### src/rtl/cordic_phase_gen_if.sv
// Control and sample bus between the phase generator and its neighbours.
// Inputs carry run control and phase settings; outputs carry folded angles and tags.
interface cordic_phase_gen_if #(
  parameter int unsigned CNT_W = 16
);
  localparam int unsigned DW = 32;

  logic             i_start;
  logic             i_stop;
  logic [CNT_W-1:0] i_count;
  logic [DW-1:0]    i_freq;
  logic [DW-1:0]    i_phase0;
  logic [DW-1:0]    o_theta;
  logic             o_flip;
  logic             o_valid;
  logic             o_flip_dly;
  logic             o_valid_dly;
  logic             o_busy;

  modport master (
    output i_start, i_stop, i_count, i_freq, i_phase0,
    input  o_theta, o_flip, o_valid, o_flip_dly, o_valid_dly, o_busy
  );

  modport slave (
    input  i_start, i_stop, i_count, i_freq, i_phase0,
    output o_theta, o_flip, o_valid, o_flip_dly, o_valid_dly, o_busy
  );
endinterface

### src/rtl/cordic_phase_gen.sv
// Phase accumulator feeding the CORDIC rotator: folds Q16.16 phase into [-pi/2, pi/2].
// Optional dither on theta via macro CORDIC_PHASE_DITHER_EN.
module cordic_phase_gen #(
  parameter int unsigned LATENCY = 30,
  parameter int unsigned CNT_W   = 16
) (
  input  logic              i_clk,
  input  logic              i_rst_n,
  cordic_phase_gen_if.slave bus
);
  localparam int unsigned DW = 32;
  localparam logic [DW-1:0] PI            = 32'h0003_243F;
  localparam logic [DW-1:0] TWO_PI        = 32'h0006_487E;
  localparam logic [DW-1:0] HALF_PI       = 32'h0001_921F;
  localparam logic [DW-1:0] THREE_HALF_PI = 32'h0004_B65E;

  typedef enum logic [1:0] {ST_IDLE, ST_LOAD, ST_RUN} state_e;

  state_e           state_q, state_d;
  logic [DW-1:0]    phase_q, phase_d;
  logic [CNT_W-1:0] remaining_q, remaining_d;
  logic [DW-1:0]    theta_q, theta_d;
  logic             flip_q, flip_d;
  logic             valid_q, valid_d;
  logic             busy_q, busy_d;
  logic [LATENCY-1:0] vdly_q, fdly_q;

  logic [DW-1:0] step;
  logic [DW:0]   sum;
  logic [DW-1:0] phase_next;
  logic [DW-1:0] phase0_red;
  logic [DW-1:0] fold_theta;
  logic          fold_flip;
  logic [DW-1:0] theta_out;

  // Clamped step, wrapped accumulation and start-phase reduction
  always_comb begin
    step       = (bus.i_freq > PI) ? PI : bus.i_freq;
    sum        = {1'b0, phase_q} + {1'b0, step};
    phase_next = (sum >= {1'b0, TWO_PI}) ? DW'(sum - {1'b0, TWO_PI}) : DW'(sum);
    phase0_red = (bus.i_phase0 >= TWO_PI) ? (bus.i_phase0 - TWO_PI) : bus.i_phase0;
  end

  // Quadrant fold: quadrants II/III are mirrored through pi and tagged
  always_comb begin
    if (phase_q <= HALF_PI) begin
      fold_theta = phase_q;
      fold_flip  = 1'b0;
    end else if (phase_q < THREE_HALF_PI) begin
      fold_theta = PI - phase_q;
      fold_flip  = 1'b1;
    end else begin
      fold_theta = phase_q - TWO_PI;
      fold_flip  = 1'b0;
    end
  end

`ifdef CORDIC_PHASE_DITHER_EN
  localparam logic signed [DW:0] SAT_HI = 33'sh0_0001_921F;
  localparam logic signed [DW:0] SAT_LO = -SAT_HI;

  logic [15:0]          lfsr_q;
  logic signed [DW:0]   dith_sum;

  always_comb begin
    dith_sum = (DW+1)'(signed'(fold_theta)) + (DW+1)'(signed'(lfsr_q[1:0]));
    if (dith_sum > SAT_HI)      theta_out = HALF_PI;
    else if (dith_sum < SAT_LO) theta_out = DW'(SAT_LO);
    else                        theta_out = dith_sum[DW-1:0];
  end

  // Fibonacci LFSR, taps 16,14,13,11, stepped once per emitted sample
  always_ff @(posedge i_clk or negedge i_rst_n) begin
    if (!i_rst_n)     lfsr_q <= 16'hACE1;
    else if (valid_d) lfsr_q <= {lfsr_q[14:0], lfsr_q[15] ^ lfsr_q[13] ^ lfsr_q[12] ^ lfsr_q[10]};
  end
`else
  always_comb theta_out = fold_theta;
`endif

  // Next-state and registered-output logic
  always_comb begin
    state_d     = state_q;
    phase_d     = phase_q;
    remaining_d = remaining_q;
    theta_d     = theta_q;
    flip_d      = flip_q;
    valid_d     = 1'b0;
    unique case (state_q)
      ST_IDLE: begin
        if (bus.i_start) begin
          state_d     = ST_LOAD;
          phase_d     = phase0_red;
          remaining_d = bus.i_count;
        end
      end
      ST_LOAD: state_d = bus.i_stop ? ST_IDLE : ST_RUN;
      ST_RUN: begin
        if (bus.i_stop) begin
          state_d = ST_IDLE;
        end else begin
          theta_d = theta_out;
          flip_d  = fold_flip;
          valid_d = 1'b1;
          phase_d = phase_next;
          // Zero count means continuous; otherwise end after the last sample
          if (remaining_q != '0) begin
            remaining_d = remaining_q - CNT_W'(1);
            if (remaining_q == CNT_W'(1)) state_d = ST_IDLE;
          end
        end
      end
      default: state_d = ST_IDLE;
    endcase
    busy_d = (state_d != ST_IDLE);
  end

  always_ff @(posedge i_clk or negedge i_rst_n) begin
    if (!i_rst_n) begin
      state_q     <= ST_IDLE;
      phase_q     <= '0;
      remaining_q <= '0;
      theta_q     <= '0;
      flip_q      <= 1'b0;
      valid_q     <= 1'b0;
      busy_q      <= 1'b0;
    end else begin
      state_q     <= state_d;
      phase_q     <= phase_d;
      remaining_q <= remaining_d;
      theta_q     <= theta_d;
      flip_q      <= flip_d;
      valid_q     <= valid_d;
      busy_q      <= busy_d;
    end
  end

  // Tag delay line matched to rotator latency
  always_ff @(posedge i_clk or negedge i_rst_n) begin
    if (!i_rst_n) begin
      vdly_q <= '0;
      fdly_q <= '0;
    end else begin
      vdly_q <= LATENCY'({vdly_q, valid_q});
      fdly_q <= LATENCY'({fdly_q, flip_q});
    end
  end

  assign bus.o_theta     = theta_q;
  assign bus.o_flip      = flip_q;
  assign bus.o_valid     = valid_q;
  assign bus.o_busy      = busy_q;
  assign bus.o_valid_dly = vdly_q[LATENCY-1];
  assign bus.o_flip_dly  = fdly_q[LATENCY-1];
endmodule

### src/flat_wrapper.sv
// flat-port wrapper written by rule: the top's interface ports become plain ports
module cordic_phase_gen_flat 
#(
  parameter int unsigned LATENCY = 30,
  parameter int unsigned CNT_W   = 16
)
  (i_clk, i_rst_n, bus_i_start, bus_i_stop, bus_i_count, bus_i_freq, bus_i_phase0, bus_o_theta, bus_o_flip, bus_o_valid, bus_o_flip_dly, bus_o_valid_dly, bus_o_busy);
  cordic_phase_gen_if #(.CNT_W(CNT_W)) bus_i ();
  input  logic i_clk;
  input  logic i_rst_n;
  input wire logic [$bits(bus_i.i_start)-1:0] bus_i_start;
  input wire logic [$bits(bus_i.i_stop)-1:0] bus_i_stop;
  input wire logic [$bits(bus_i.i_count)-1:0] bus_i_count;
  input wire logic [$bits(bus_i.i_freq)-1:0] bus_i_freq;
  input wire logic [$bits(bus_i.i_phase0)-1:0] bus_i_phase0;
  output wire logic [$bits(bus_i.o_theta)-1:0] bus_o_theta;
  output wire logic [$bits(bus_i.o_flip)-1:0] bus_o_flip;
  output wire logic [$bits(bus_i.o_valid)-1:0] bus_o_valid;
  output wire logic [$bits(bus_i.o_flip_dly)-1:0] bus_o_flip_dly;
  output wire logic [$bits(bus_i.o_valid_dly)-1:0] bus_o_valid_dly;
  output wire logic [$bits(bus_i.o_busy)-1:0] bus_o_busy;
  assign bus_i.i_start = bus_i_start;
  assign bus_i.i_stop = bus_i_stop;
  assign bus_i.i_count = bus_i_count;
  assign bus_i.i_freq = bus_i_freq;
  assign bus_i.i_phase0 = bus_i_phase0;
  assign bus_o_theta = bus_i.o_theta;
  assign bus_o_flip = bus_i.o_flip;
  assign bus_o_valid = bus_i.o_valid;
  assign bus_o_flip_dly = bus_i.o_flip_dly;
  assign bus_o_valid_dly = bus_i.o_valid_dly;
  assign bus_o_busy = bus_i.o_busy;
  cordic_phase_gen #(.LATENCY(LATENCY), .CNT_W(CNT_W)) u_core (.i_clk(i_clk), .i_rst_n(i_rst_n), .bus(bus_i));
endmodule
### config.mk
export PLATFORM = sky130hd
export DESIGN_NAME = cordic_phase_gen_flat
export DESIGN_NICKNAME = d
export VERILOG_FILES = /design/src/rtl/cordic_phase_gen_if.sv /design/src/rtl/cordic_phase_gen.sv /design/src/flat_wrapper.sv
export SDC_FILE = /design/constraint.sdc
export NUM_CORES = 1
export LEC_CHECK = 0
export CORE_UTILIZATION = 60
export CTS_CLUSTER_DIAMETER = 150
export CTS_CLUSTER_SIZE = 10
export DETAILED_ROUTE_END_ITERATION = 7
export PLACE_DENSITY = 0.9
export SETUP_SLACK_MARGIN = 0.15
export SYNTH_ARGS = -nofsm -noshare
export SYNTH_HDL_FRONTEND = slang
export SYNTH_SLANG_ARGS = --single-unit
### constraint.sdc
create_clock -name i_clk -period 11.4 [get_ports i_clk]
set_input_delay 1.14 -clock i_clk [delete_from_list [all_inputs] [get_ports i_clk]]
set_output_delay 1.14 -clock i_clk [all_outputs]
set_load 0.02 [all_outputs]
==> parameters.txt, run 1 <==
Parameter                              Value

Worst setup path
  Class of the most critical setup path    input pin to register
  Largest stage delay on the critical path    a little over 0.9 ns
  Critical R2R Launch    u_core.phase_q[0]
  CP Buf/Inv Count    1
  Slowest stage cell, crit path    sky130_fd_sc_hd__a31oi_1
  Worst reg2reg endpoint    u_core.phase_q[12]
  Startpoint Class    input pin
  Delay-heaviest family, CP    compound AO/OA/AOI/OAI gates
  Kind of capture point of the worst setup path    register
  Crit path DAT    around 8 ns
  CP Cell Sequence    clkdlybuf4s50_1 -> o41ai_1 -> nand2_1 -> a211o_1 -> a31oi_1 -> nand2b_1 -> ha_1 -> a211oi_2 -> o31ai_4 -> a211oi_2 -> o31ai_4 -> a2111oi_0 -> nand3b_1 -> o311a_1 -> o31a_1 -> nand3_1 -> or3_1 -> a32o_1
  Worst-case reg-to-reg path depth    14
  Required time at the worst-slack endpoint    11.72 ns
  Worst-path maximum fanout    20
  Worst R2R Setup Slack    5.96 ns

Synthesis
  Cell types with the largest area share after synthesis    sky130_fd_sc_hd__dfrtp_1, sky130_fd_sc_hd__ha_1, sky130_fd_sc_hd__o21ai_0, sky130_fd_sc_hd__nor2_1, sky130_fd_sc_hd__nand2_1
  Ys async rst share    1.00
  Number of flops mapped to enable cells by yosys    0
  Yosys warns    0
  Post-synthesis instance total    1,215
  Sequential-to-total area share from yosys stat    0.353
  Netlist area before placement    10,300 um^2
  Count of cell types in the netlist    96
  Number of synthesized register bits    145
  Flip-flop cell with the highest count after synthesis    sky130_fd_sc_hd__dfrtp_1
  Biggest area consumer among synthesized cells    sky130_fd_sc_hd__dfrtp_1
  Average footprint of a synthesized cell    8.46 um^2
  Yosys top cell area share    0.353

CTS
  CTS tree    built
  Clock buffers created by TritonCTS    17
  Post-cts gate resize count    0
  Clock sink count    145
  Clock-pin slew reported for the worst setup and hold paths after clock tree synthesis    0.07 ns
  Max Buffers Root-to-Sink    2
  CTS H-tree lvls    4
  Post CTS Setup Buffer Count    0
  Clock latency reported for the late side of the worst-skew pair    0.44 ns
  Count of hold-fix buffers inserted at cts    0
  Clock tree root driver cell    sky130_fd_sc_hd__clkbuf_16

Detailed routing
  Drt drc    0
  Total vias in the final route    10.1k
  Total routed wire length on the met1 layer    11,800 um
  Post-DR wirelength/cell    19.7 um
  TritonRoute pass-1 iters    7
  Top Metal Used    met4
  Total wirelength of the detailed-routed design    30,400 um
  Via density per instance    6.53
  Amount of wire on met2 after detailed routing    14,200 um
  Antenna Violating Nets Remaining    0
  Routed wire length on met3    2900 um
  DRC violation total after the first TritonRoute iteration    911

Final layout
  Fraction of layout instances using a drive strength above 1    0.0652
  Multi-input combinational cell area    around 6300 um^2
  Final #Nets    1,431
  Area added between synthesis and finish    18.3%
  Total area of sequential cells    3630 um^2
  Fill cells    1,176
  Post-layout instance area    around 12,000 um^2
  Final Non-Filler Cells    approximately 1.5k

Timing
  Unrepaired setup endpoints after global routing    false
  Time the final worst path needs with I/O delays and setup    approximately 7.6 ns
  Hold violation count in the final report    0
  Maximum operating frequency    between 0.1 and 0.15 GHz
  Count of final max-slew check failures    0
  Share of the cycle needed by the critical path after routing    0.666
  Worst hold slack    0.345 ns
  Worst Slack Setup Final    about 3.8 ns
  Setup TNS after final layout    0 ns
  Final setup viols    0
  Clk_skew    0.0124 ns
  Relative max-transition margin    0.157
  Slew of the pin with the lowest slew margin    1.26 ns

Pwr
  Total power per unit cell area    around 250 nW/um^2
  Max rail drop VDD    162 uV
  Static leakage    around 5.0 nW

Floorplan
  Die ar.    17,700 um^2
  Area inside the core boundary    ~17,000 um^2
  Die W    133 um
  I/O pin count    121
  Chip height    133 um
  Placement row count    47
  Initial core utilization    0.617

GRT
  Residual overflow from global routing    0
  First-pass GRT wire length    49,000 um
  Initial antenna violation count    0
  Overall fraction of global-route tracks in use    0.355
  Via count of the first global-routing pass    9,653
  Maximum number of pins on one net before global-route repair    94

Placed design
  Post-Place Worst Slack    ~3.6 ns
  Half-perimeter wire length after detailed placement    roughly 22,000 um
  Routability-driven placement congestion ratio    0.948
  Number of instances in the placed design    1,507
  Count of input and output buffers    between 100 and 150
  Cell Area, Placed    11,600 um^2

Hold path
  Instance count along the most critical hold path    0
  Class of the tightest hold or removal check    register to register
  HP Start    u_core.fdly_q[24]
  End of the worst hold path    u_core.fdly_q[25]

Run status
  Outcome    finished clean

Flow run
  Number of violations of the max-capacitance limit    0
[final cells by class]
cell class | count | area share
Multi-Input combinational cell | 986 | 0.519
Sequential cell | 145 | 0.298
Timing Repair Buffer | 129 | 0.104
Clock buffer | 17 | 0.0350
Tap cell | 220 | 0.0226
Clock inverter | 15 | 0.0114
Inverter | 27 | 0.00834
Antenna cell | 1 | 0.000206
[layout by cell type, fill, tap and decap left out, drive strengths merged, types with 12 or more instances in the layout]
cell type,instances
inv,36
nand2,120
xor2,42
conb,14
nor4,23
nor2,127
clkbuf,17
or3,20
nor3,35
o22ai,12
ha,40
o211ai,16
a21oi,86
dfrtp,145
mux2i,14
a21o,17
nand2b,22
xnor2,46
a31oi,20
a211oi,18
and2,19
nand4,19
o21ai,104
a22oi,12
clkdlybuf4s50,119
nand3,26
[sequential cells by signal (all words and copies together), names as in the netlist]
register	count
u_core.fdly_q	30
u_core.bus.o_valid	1
u_core.vdly_q	30
u_core.remaining_q	16
u_core.bus.o_busy	1
u_core.bus.o_theta	32
u_core.state_q	2
u_core.bus.o_flip	1
u_core.phase_q	32
[metrics by stage]
stage	utilization	power (mW)
global route	0.730	3.21
finish	0.730	3.03
global placement	0.696	2.39
CTS	0.730	2.99
detailed placement	0.696	2.43
floorplan	-	1.95
[synth_stat cells (all sizes together), types with 9 or more instances]
library cell  count
o21ai           104
nand3            26
xor2             42
clkbuf           53
xnor2            46
or3              20
o31ai            10
nand4            19
a211oi           18
inv              26
o22ai            12
dfrtp           145
nand2           120
a31oi            20
nor3             35
o211ai           16
ha               40
a21o             17
a22oi            12
buf              17
a21oi            86
mux2i            14
and2             19
and3              9
nand2b           22
nor2            127
nor4             23
[cells by family after synthesis]
kind of cell | count (synthesis) | share of synthesized area
AO/OA/AOI/OAI | 375 | 0.246
XOR/XNOR | 88 | 0.0779
adder cells (fa/ha/maj) | 41 | 0.0507
buffers and inverters | 97 | 0.0398
flip-flops | 145 | 0.353
multiplexers | 15 | 0.0147
other | 1 | 0.000365
AND/OR/NAND/NOR | 453 | 0.217
[power by group]
group	switching [mW]	internal, mW
combinational	0.981	0.645
sequential	0.222	0.652
clock	0.246	0.289
total	1.45	1.59
[per-layer routing]
metal | global-route usage | vias up
li1 | - | 4622
met1 | 0.449 | 4689
met2 | 0.577 | 601
met3 | 0.0724 | 145
met4 | 0.182 | 0
met5 | 0 | -
[how the worst max path moves through the flow]
stage	cells after the start	slack, ns	startpoint	end
2_1_floorplan	21	5.73	bus_i_freq[9]	u_core.phase_q[18]
3_3_place_gp	18	3.77	bus_i_freq[8]	u_core.phase_q[12]
3_5_place_dp	18	3.63	bus_i_freq[9]	u_core.phase_q[12]
4_1_cts	18	4.01	bus_i_freq[9]	u_core.phase_q[12]
5_1_grt	18	3.43	bus_i_freq[9]	u_core.phase_q[12]
6_report	18	3.81	bus_i_freq[9]	u_core.phase_q[12]
No activity file was read; power rests on OpenSTA's default activity.
==> run 2, diff against run 1 <==
--- a/config.mk
+++ b/config.mk
@@ -5,11 +5,11 @@
 export SDC_FILE = /design/constraint.sdc
 export NUM_CORES = 1
 export LEC_CHECK = 0
-export CORE_UTILIZATION = 60
+export CORE_UTILIZATION = 57
 export CTS_CLUSTER_DIAMETER = 150
 export CTS_CLUSTER_SIZE = 10
 export DETAILED_ROUTE_END_ITERATION = 7
-export PLACE_DENSITY = 0.9
+export PLACE_DENSITY = 0.86
 export SETUP_SLACK_MARGIN = 0.15
 export SYNTH_ARGS = -nofsm -noshare
 export SYNTH_HDL_FRONTEND = slang
==> constraint.sdc (replaced) <==
create_clock -name i_clk -period 7.5 [get_ports i_clk]
set_input_delay 0.75 -clock i_clk [delete_from_list [all_inputs] [get_ports i_clk]]
set_output_delay 0.75 -clock i_clk [all_outputs]
set_load 0.02 [all_outputs]
==> run 2 against run 1 <==
Against the previous run:
- utilization decreased by 3.1 points
- non-clock buffer count is 3 higher
- wire length decreased by 0.86%
- cell count rose by 0.45%
- global-route usage shrank 2.1 points
- design area increased by 0.59%
- sequential cell count unchanged
- critical endpoint unchanged
- largest power group unchanged
- highest routed layer unchanged
==> parameters.txt, run 2 (synthesis results as in run 1) <==
Parameter                              Value

Placed design
  Half-perimeter wire length after detailed placement    22,000 um (was 21,800 um)
  Number of instances in the placed design    1,515 (was 1,507)
  Post-Place Worst Slack    1.18 ns (was 3.63 ns)
  Count of input and output buffers    120 (unchanged)
  Routability-driven placement congestion ratio    0.972 (was 0.948)

Detailed routing
  Total vias in the final route    9,991 (was 10.1k)
  Total wirelength of the detailed-routed design    30,100 um (was 30,400 um)
  DRC violation total after the first TritonRoute iteration    745 (was 911)
  Via density per instance    6.46 (was 6.53)
  Drt drc    0 (unchanged)
  Post-DR wirelength/cell    19.5 um (was 19.7 um)
  Antenna Violating Nets Remaining    0 (unchanged)
  TritonRoute pass-1 iters    6 (was 7)

CTS
  Clock sink count    145 (unchanged)
  Clock tree root driver cell    sky130_fd_sc_hd__clkbuf_16 (unchanged)
  Count of hold-fix buffers inserted at cts    0 (unchanged)
  Clock buffers created by TritonCTS    17 (unchanged)
  Max Buffers Root-to-Sink    2 (unchanged)
  CTS tree    built (unchanged)
  Clock latency reported for the late side of the worst-skew pair    0.44 ns (about the same)
  Clock-pin slew reported for the worst setup and hold paths after clock tree synthesis    0.07 ns (about the same)
  CTS H-tree lvls    4 (unchanged)
  Post-cts gate resize count    0 (unchanged)
  Post CTS Setup Buffer Count    0 (unchanged)

Floorplan
  Die ar.    18,600 um^2 (was 17,700 um^2)
  Die W    136 um (was 133 um)
  Initial core utilization    0.588 (was 0.617)
  Area inside the core boundary    17,500 um^2 (was 16,600 um^2)
  I/O pin count    121 (unchanged)
  Chip height    136 um (was 133 um)
  Placement row count    48 (was 47)

Timing
  Hold violation count in the final report    0 (unchanged)
  Share of the cycle needed by the critical path after routing    0.799
  Count of final max-slew check failures    0 (unchanged)
  Final setup viols    0 (unchanged)
  Time the final worst path needs with I/O delays and setup    5.99 ns
  Slew of the pin with the lowest slew margin    1.18 ns (was 1.26 ns)
  Relative max-transition margin    0.214 (was 0.157)
  Clk_skew    0.0121 ns (was 0.0124 ns)
  Worst Slack Setup Final    1.51 ns (was 3.81 ns)
  Unrepaired setup endpoints after global routing    false (unchanged)
  Worst hold slack    0.281 ns (was 0.345 ns)
  Setup TNS after final layout    0 ns (unchanged)
  Maximum operating frequency    0.167 GHz

Worst setup path
  Required time at the worst-slack endpoint    7.82 ns (was 11.72 ns)
  CP Buf/Inv Count    4 (was 1)
  Startpoint Class    input pin (unchanged)
  Largest stage delay on the critical path    0.50 ns (was 0.93 ns)
  Slowest stage cell, crit path    sky130_fd_sc_hd__o31ai_4 (was sky130_fd_sc_hd__a31oi_1)
  Top cell by count, worst path    sky130_fd_sc_hd__buf_4
  Crit path DAT    6.31 ns (was 7.91 ns)
  Worst-path maximum fanout    20 (unchanged)
  Delay-heaviest family, CP    compound AO/OA/AOI/OAI gates (unchanged)
  Kind of capture point of the worst setup path    register (unchanged)
  CP Cell Sequence    clkdlybuf4s50_1 -> o41ai_1 -> nand2_1 -> a211o_1 -> a31oi_1 -> buf_4 -> nand2b_1 -> ha_1 -> nand2_2 -> o31ai_4 -> a211oi_2 -> o31ai_4 -> xor2_2 -> nor2_2 -> nand4_4 -> nor4_4 -> buf_4 -> nand3_1 -> buf_4 -> or3_1 -> a32o_1 (was clkdlybuf4s50_1 -> o41ai_1 -> nand2_1 -> a211o_1 -> a31oi_1 -> nand2b_1 -> ha_1 -> a211oi_2 -> o31ai_4 -> a211oi_2 -> o31ai_4 -> a2111oi_0 -> nand3b_1 -> o311a_1 -> o31a_1 -> nand3_1 -> or3_1 -> a32o_1)
  Class of the most critical setup path    input pin to register (unchanged)

Final layout
  Utilization of the core after routing    0.700 (was 0.730)
  Fraction of layout instances using a drive strength above 1    0.0673 (was 0.0652)
  Leading cell types in the layout, fill and taps excluded    sky130_fd_sc_hd__dfrtp_1, sky130_fd_sc_hd__nor2_1, sky130_fd_sc_hd__nand2_1, sky130_fd_sc_hd__clkdlybuf4s50_1, sky130_fd_sc_hd__o21ai_0 (unchanged)
  Most common library cell in the layout ignoring fill and taps    sky130_fd_sc_hd__dfrtp_1 (unchanged)
  Fill cells    1,349 (was 1,176)
  Final Non-Filler Cells    1,547 (was 1,540)
  Area added between synthesis and finish    19.0% (was 18.3%)
  Count of inserted antenna diode cells    0 (was 1)
  Final #Nets    1,434 (was 1,431)

GRT
  First-pass GRT wire length    47,600 um (was 49,000 um)
  Overall fraction of global-route tracks in use    0.334 (was 0.355)
  Via count of the first global-routing pass    9,262 (was 9,653)
  Initial antenna violation count    0 (unchanged)
  Maximum number of pins on one net before global-route repair    83 (was 94)
  Residual overflow from global routing    0 (unchanged)

Pwr
  Static leakage    5.08 nW (was 5.05 nW)
  Max rail drop VDD    275 uV (was 162 uV)
  Total power per unit cell area    381 nW/um^2 (was 250 nW/um^2)

Hold path
  Class of the tightest hold or removal check    input pin to asynchronous set/reset pin (was register to register)

Run status
  Outcome    finished clean (unchanged)

Flow run
  Number of violations of the max-capacitance limit    0 (unchanged)
run 2: changes by cell type in the layout (fill, tap and decap cells not counted), sizes merged:
cell / delta
buf: +3
inv: -2
diode: -1
clkinv: +2
run 2: stage by stage:
stage,cell area [um^2],power (mW)
2_1_floorplan,10300,2.96
3_3_place_gp,11600,3.66
3_5_place_dp,11600,3.71
4_1_cts,12200,4.59
5_1_grt,12200,4.93
6_report,12200,4.66
run 2: cell type report:
cell class                 count  area, um^2  area share
clock inverter                15         184      0.0150
tap                          225         282      0.0230
timing repair buffer         132        1290       0.106
multi-input combinational    986        6310       0.516
sequential                   145        3630       0.297
clock buffer                  17         425      0.0348
inverter                      27         101     0.00829
run 2: where the power goes:
group / leakage, nW / switching [mW] / total (mW) / internal, mW
clock: 0.289 / 0.399 / 0.851 / 0.452
sequential: 1.83 / 0.347 / 1.34 / 0.990
combinational: 2.95 / 1.49 / 2.47 / 0.980
run 2: worst paths after layout:
kind / depth (start not counted) / endpoint / slack (ns) / start
max: 21 / u_core.phase_q[12] / 1.51 / bus_i_freq[9]
min: 1 / u_core.vdly_q[29] / 0.28 / i_rst_n
max reg2reg: 16 / u_core.phase_q[12] / 2.72 / u_core.phase_q[0]
min reg2reg: 0 / u_core.fdly_q[19] / 0.35 / u_core.fdly_q[18]
max in group asynchronous: 2 / u_core.phase_q[29] / 5.80 / i_rst_n
min in group i_clk: 0 / u_core.fdly_q[19] / 0.35 / u_core.fdly_q[18]
run 2: metal layers:
metal,vias to the layer above,part of all wire,global-route usage
met4,0,0.044,0.160
met5,-,0,0
met1,4774,0.41,0.418
li1,4627,-,-
met2,482,0.47,0.537
met3,108,0.084,0.0846
run 2: worst register-to-register path: stages (launching register included):
cell and delay, ns:
sky130_fd_sc_hd__dfrtp_1 0.54, sky130_fd_sc_hd__ha_1 0.26, sky130_fd_sc_hd__inv_1 0.07, sky130_fd_sc_hd__fa_1 0.39
sky130_fd_sc_hd__nand2b_1 0.21, sky130_fd_sc_hd__a211oi_4 0.43, sky130_fd_sc_hd__o2111ai_1 0.22, sky130_fd_sc_hd__a21boi_1 0.26
sky130_fd_sc_hd__o32ai_1 0.14, sky130_fd_sc_hd__xor2_1 0.32, sky130_fd_sc_hd__nand4_4 0.20, sky130_fd_sc_hd__nor4_4 0.30
sky130_fd_sc_hd__buf_4 0.29, sky130_fd_sc_hd__nand3_1 0.22, sky130_fd_sc_hd__buf_4 0.25, sky130_fd_sc_hd__or3_1 0.31
sky130_fd_sc_hd__a32o_1 0.25
==> run 3, diff against run 2 <==
--- a/config.mk
+++ b/config.mk
@@ -5,11 +5,11 @@
 export SDC_FILE = /design/constraint.sdc
 export NUM_CORES = 1
 export LEC_CHECK = 0
-export CORE_UTILIZATION = 57
+export CORE_UTILIZATION = 52
 export CTS_CLUSTER_DIAMETER = 150
 export CTS_CLUSTER_SIZE = 10
 export DETAILED_ROUTE_END_ITERATION = 7
-export PLACE_DENSITY = 0.86
+export PLACE_DENSITY = 0.83
 export SETUP_SLACK_MARGIN = 0.15
 export SYNTH_ARGS = -nofsm -noshare
 export SYNTH_HDL_FRONTEND = slang
==> constraint.sdc (replaced) <==
create_clock -name i_clk -period 4.95 [get_ports i_clk]
set_input_delay 0.495 -clock i_clk [delete_from_list [all_inputs] [get_ports i_clk]]
set_output_delay 0.495 -clock i_clk [all_outputs]
set_load 0.02 [all_outputs]
==> run 3 against run 2 <==
Against the previous run:
- global-route usage grew 0.97 points
- cell count grew 14%
- sequential cell count is the same
- clock skew is essentially flat
- setup slack lost 1.3 ns
- clock-buffer cell count is the same
- via count grew 8.1%
- worst hold slack lost 0.14 ns
- first-iteration DRC count grew 18%
- largest cell class unchanged
==> parameters.txt, run 3 (synthesis results as in run 1) <==
Parameter                              Value

Final layout
  Multi-input combinational cell area    6760 um^2 (was 6310 um^2)
  Leading cell types in the layout, fill and taps excluded    sky130_fd_sc_hd__buf_4, sky130_fd_sc_hd__dfrtp_1, sky130_fd_sc_hd__nor2_1 (was sky130_fd_sc_hd__dfrtp_1, sky130_fd_sc_hd__nor2_1, sky130_fd_sc_hd__nand2_1, sky130_fd_sc_hd__clkdlybuf4s50_1, sky130_fd_sc_hd__o21ai_0)
  Fill cells    1,408 (was 1,349)
  Total area of sequential cells    3630 um^2 (unchanged)
  Area added between synthesis and finish    38.1% (was 19.0%)
  Final Non-Filler Cells    1,770 (was 1,547)
  Most common library cell in the layout ignoring fill and taps    sky130_fd_sc_hd__buf_4 (was sky130_fd_sc_hd__dfrtp_1)
  Utilization of the core after routing    0.732 (was 0.700)
  Fraction of layout instances using a drive strength above 1    0.225 (was 0.0673)
  Post-layout instance area    14,200 um^2 (was 12,200 um^2)
  Count of inserted antenna diode cells    0 (unchanged)
  Final #Nets    1,617 (was 1,434)

Worst setup path
  Worst-path maximum fanout    8 (was 20)
  Top cell by count, worst path    sky130_fd_sc_hd__buf_6 (was sky130_fd_sc_hd__buf_4)
  Delay-heaviest family, CP    compound AO/OA/AOI/OAI gates (unchanged)
  CP Cell Sequence    buf_6 -> o41ai_2 -> nand2_1 -> a211o_1 -> a31oi_4 -> buf_12 -> nand2b_4 -> ha_4 -> inv_4 -> fa_2 -> nand2b_4 -> a211oi_4 -> o211ai_1 -> nand3_2 -> or3_4 -> a31oi_4 -> buf_6 -> nand3_2 -> o31a_1 -> buf_6 -> a2111oi_4 -> xor2_1 -> a21oi_1 (was clkdlybuf4s50_1 -> o41ai_1 -> nand2_1 -> a211o_1 -> a31oi_1 -> buf_4 -> nand2b_1 -> ha_1 -> nand2_2 -> o31ai_4 -> a211oi_2 -> o31ai_4 -> xor2_2 -> nor2_2 -> nand4_4 -> nor4_4 -> buf_4 -> nand3_1 -> buf_4 -> or3_1 -> a32o_1)
  Critical path launch point    bus_i_freq[9] (unchanged)
  Critical R2R Launch    u_core.phase_q[0] (unchanged)
  Required time at the worst-slack endpoint    5.26 ns (was 7.82 ns)
  Crit path DAT    5.06 ns (was 6.31 ns)
  CP Buf/Inv Count    5 (was 4)
  Slowest stage cell, crit path    sky130_fd_sc_hd__or3_4 (was sky130_fd_sc_hd__o31ai_4)
  Kind of capture point of the worst setup path    register (unchanged)
  Startpoint Class    input pin (unchanged)
  Largest stage delay on the critical path    0.44 ns (was 0.50 ns)
  Class of the most critical setup path    input pin to register (unchanged)

CTS
  Clock latency reported for the late side of the worst-skew pair    0.44 ns (about the same)
  CTS H-tree lvls    4 (unchanged)
  Count of hold-fix buffers inserted at cts    0 (unchanged)
  Clock buffers created by TritonCTS    17 (unchanged)
  Max Buffers Root-to-Sink    2 (unchanged)
  Clock sink count    145 (unchanged)
  Clock-pin slew reported for the worst setup and hold paths after clock tree synthesis    0.07 ns (about the same)
  CTS tree    built (unchanged)
  Clock tree root driver cell    sky130_fd_sc_hd__clkbuf_16 (unchanged)

Floorplan
  Die ar.    20,300 um^2 (was 18,600 um^2)
  Initial core utilization    0.530 (was 0.588)
  Area inside the core boundary    19,400 um^2 (was 17,500 um^2)
  Die W    143 um (was 136 um)
  Placement row count    51 (was 48)
  I/O pin count    121 (unchanged)
  Chip height    143 um (was 136 um)

Timing
  Worst hold slack    0.142 ns (was 0.281 ns)
  Relative max-transition margin    0.418 (was 0.214)
  Slew of the pin with the lowest slew margin    0.873 ns (was 1.18 ns)
  Share of the cycle needed by the critical path after routing    0.960
  Worst Slack Setup Final    0.198 ns (was 1.51 ns)
  Final setup viols    0 (unchanged)
  Count of final max-slew check failures    0 (unchanged)
  Clk_skew    0.0122 ns (was 0.0121 ns)
  Unrepaired setup endpoints after global routing    true (was false)
  Setup TNS after final layout    0 ns (unchanged)
  Maximum operating frequency    0.210 GHz
  Hold violation count in the final report    0 (unchanged)
  Time the final worst path needs with I/O delays and setup    ~4.8 ns

GRT
  Via count of the first global-routing pass    10.6k (was 9,262)
  Residual overflow from global routing    0 (unchanged)
  Initial antenna violation count    0 (unchanged)
  Maximum number of pins on one net before global-route repair    97 (was 83)
  Overall fraction of global-route tracks in use    0.344 (was 0.334)
  First-pass GRT wire length    53,900 um (was 47,600 um)

Pwr
  Share of total power in sequential cells    0.225 (was 0.287)
  Total power consumption of the routed design    8.51 mW (was 4.66 mW)
  Max rail drop VDD    321 uV (was 275 uV)
  Power share of the clock group    0.153 (was 0.183)
  Internal power component    4.66 mW (was 2.42 mW)
  Static leakage    6.19 nW (was 5.08 nW)
  Total power per unit cell area    600 nW/um^2 (was 381 nW/um^2)
  Net Switching    3.85 mW (was 2.24 mW)
  Relative contribution of combinational cells to total power    0.622 (was 0.530)
  Switching part of the total    0.453 (was 0.480)

Detailed routing
  Drt drc    0 (unchanged)
  TritonRoute pass-1 iters    6 (unchanged)
  Via density per instance    6.10 (was 6.46)
  DRC violation total after the first TritonRoute iteration    881 (was 745)
  Post-DR wirelength/cell    19.4 um (was 19.5 um)
  Antenna Violating Nets Remaining    0 (unchanged)
  Total vias in the final route    10.8k (was 9,991)
  Total wirelength of the detailed-routed design    34,300 um (was 30,100 um)

Placed design
  Post-Place Worst Slack    -0.571 ns (was 1.18 ns)
  Routability-driven placement congestion ratio    0.990 (was 0.972)
  Count of input and output buffers    120 (unchanged)
  Number of instances in the placed design    1,708 (was 1,515)
  Half-perimeter wire length after detailed placement    24,500 um (was 22,000 um)
  Cell Area, Placed    12,900 um^2 (was 11,600 um^2)

Run status
  Outcome    finished clean (unchanged)

Flow run
  Number of violations of the max-capacitance limit    0 (unchanged)

Hold path
  Class of the tightest hold or removal check    input pin to asynchronous set/reset pin (unchanged)
run 3: cell count changes in the layout (fill, tap and decap cells not counted), moves of 4 or more:
cell                              change
sky130_fd_sc_hd__a21oi_2              +7
sky130_fd_sc_hd__dlymetal6s2s_1      +15
sky130_fd_sc_hd__clkdlybuf4s50_1     -19
sky130_fd_sc_hd__buf_6               +12
sky130_fd_sc_hd__ha_2                 +4
sky130_fd_sc_hd__ha_1                -11
sky130_fd_sc_hd__ha_4                 +7
sky130_fd_sc_hd__a211oi_1             -4
sky130_fd_sc_hd__buf_4              +170
sky130_fd_sc_hd__a21oi_1              -8
sky130_fd_sc_hd__nor4_1               -4
sky130_fd_sc_hd__nor2_1               -4
run 3: final cells by class:
| class | instances | share of cell area |
|---|---|---|
| Clock inverter | 15 | 0.0128 |
| Inverter | 27 | 0.00732 |
| Timing Repair Buffer | 315 | 0.195 |
| Tap cell | 265 | 0.0234 |
| Sequential cell | 145 | 0.256 |
| Clock buffer | 17 | 0.0300 |
| Multi-Input combinational cell | 986 | 0.476 |
run 3: path summary, 6_finish.rpt:
| path | end | slack, ns | cells after the start |
|---|---|---|---|
| worst max-delay path | u_core.phase_q[21] | 0.20 | 23 |
| worst min-delay path | u_core.fdly_q[28] | 0.14 | 1 |
| worst max register to register | u_core.phase_q[21] | 0.82 | 16 |
| worst min register to register | u_core.vdly_q[7] | 0.35 | 0 |
| max in group asynchronous | u_core.remaining_q[9] | 3.63 | 2 |
| min in group i_clk | u_core.vdly_q[7] | 0.35 | 0 |
run 3: power groups by stage:
stage / registers, mW / clock network (mW) / logic (mW)
after floorplan: 1.89 / 0 / 2.60
after global placement: 1.89 / 0 / 4.53
after detailed placement: 1.91 / 0 / 4.60
after CTS: 1.89 / 1.31 / 4.90
after global routing: 1.95 / 1.36 / 5.69
final: 1.92 / 1.30 / 5.29
run 3: metal layers:
metal / vias to the layer above / part of all wire / GRT usage
met1: 5162 / 0.40 / 0.416
met4: 0 / 0.045 / 0.180
met5: - / 0 / 0
met2: 516 / 0.49 / 0.577
met3: 118 / 0.073 / 0.0707
li1: 5000 / - / -
run 3: what timing repair did:
| action | in CTS | in global routing |
|---|---|---|
| setup endpoints to repair | 31 | 31 |
| setup buffers | 18 | 12 |
| pin swaps | 22 | 45 |
| resized for setup | 46 | 70 |
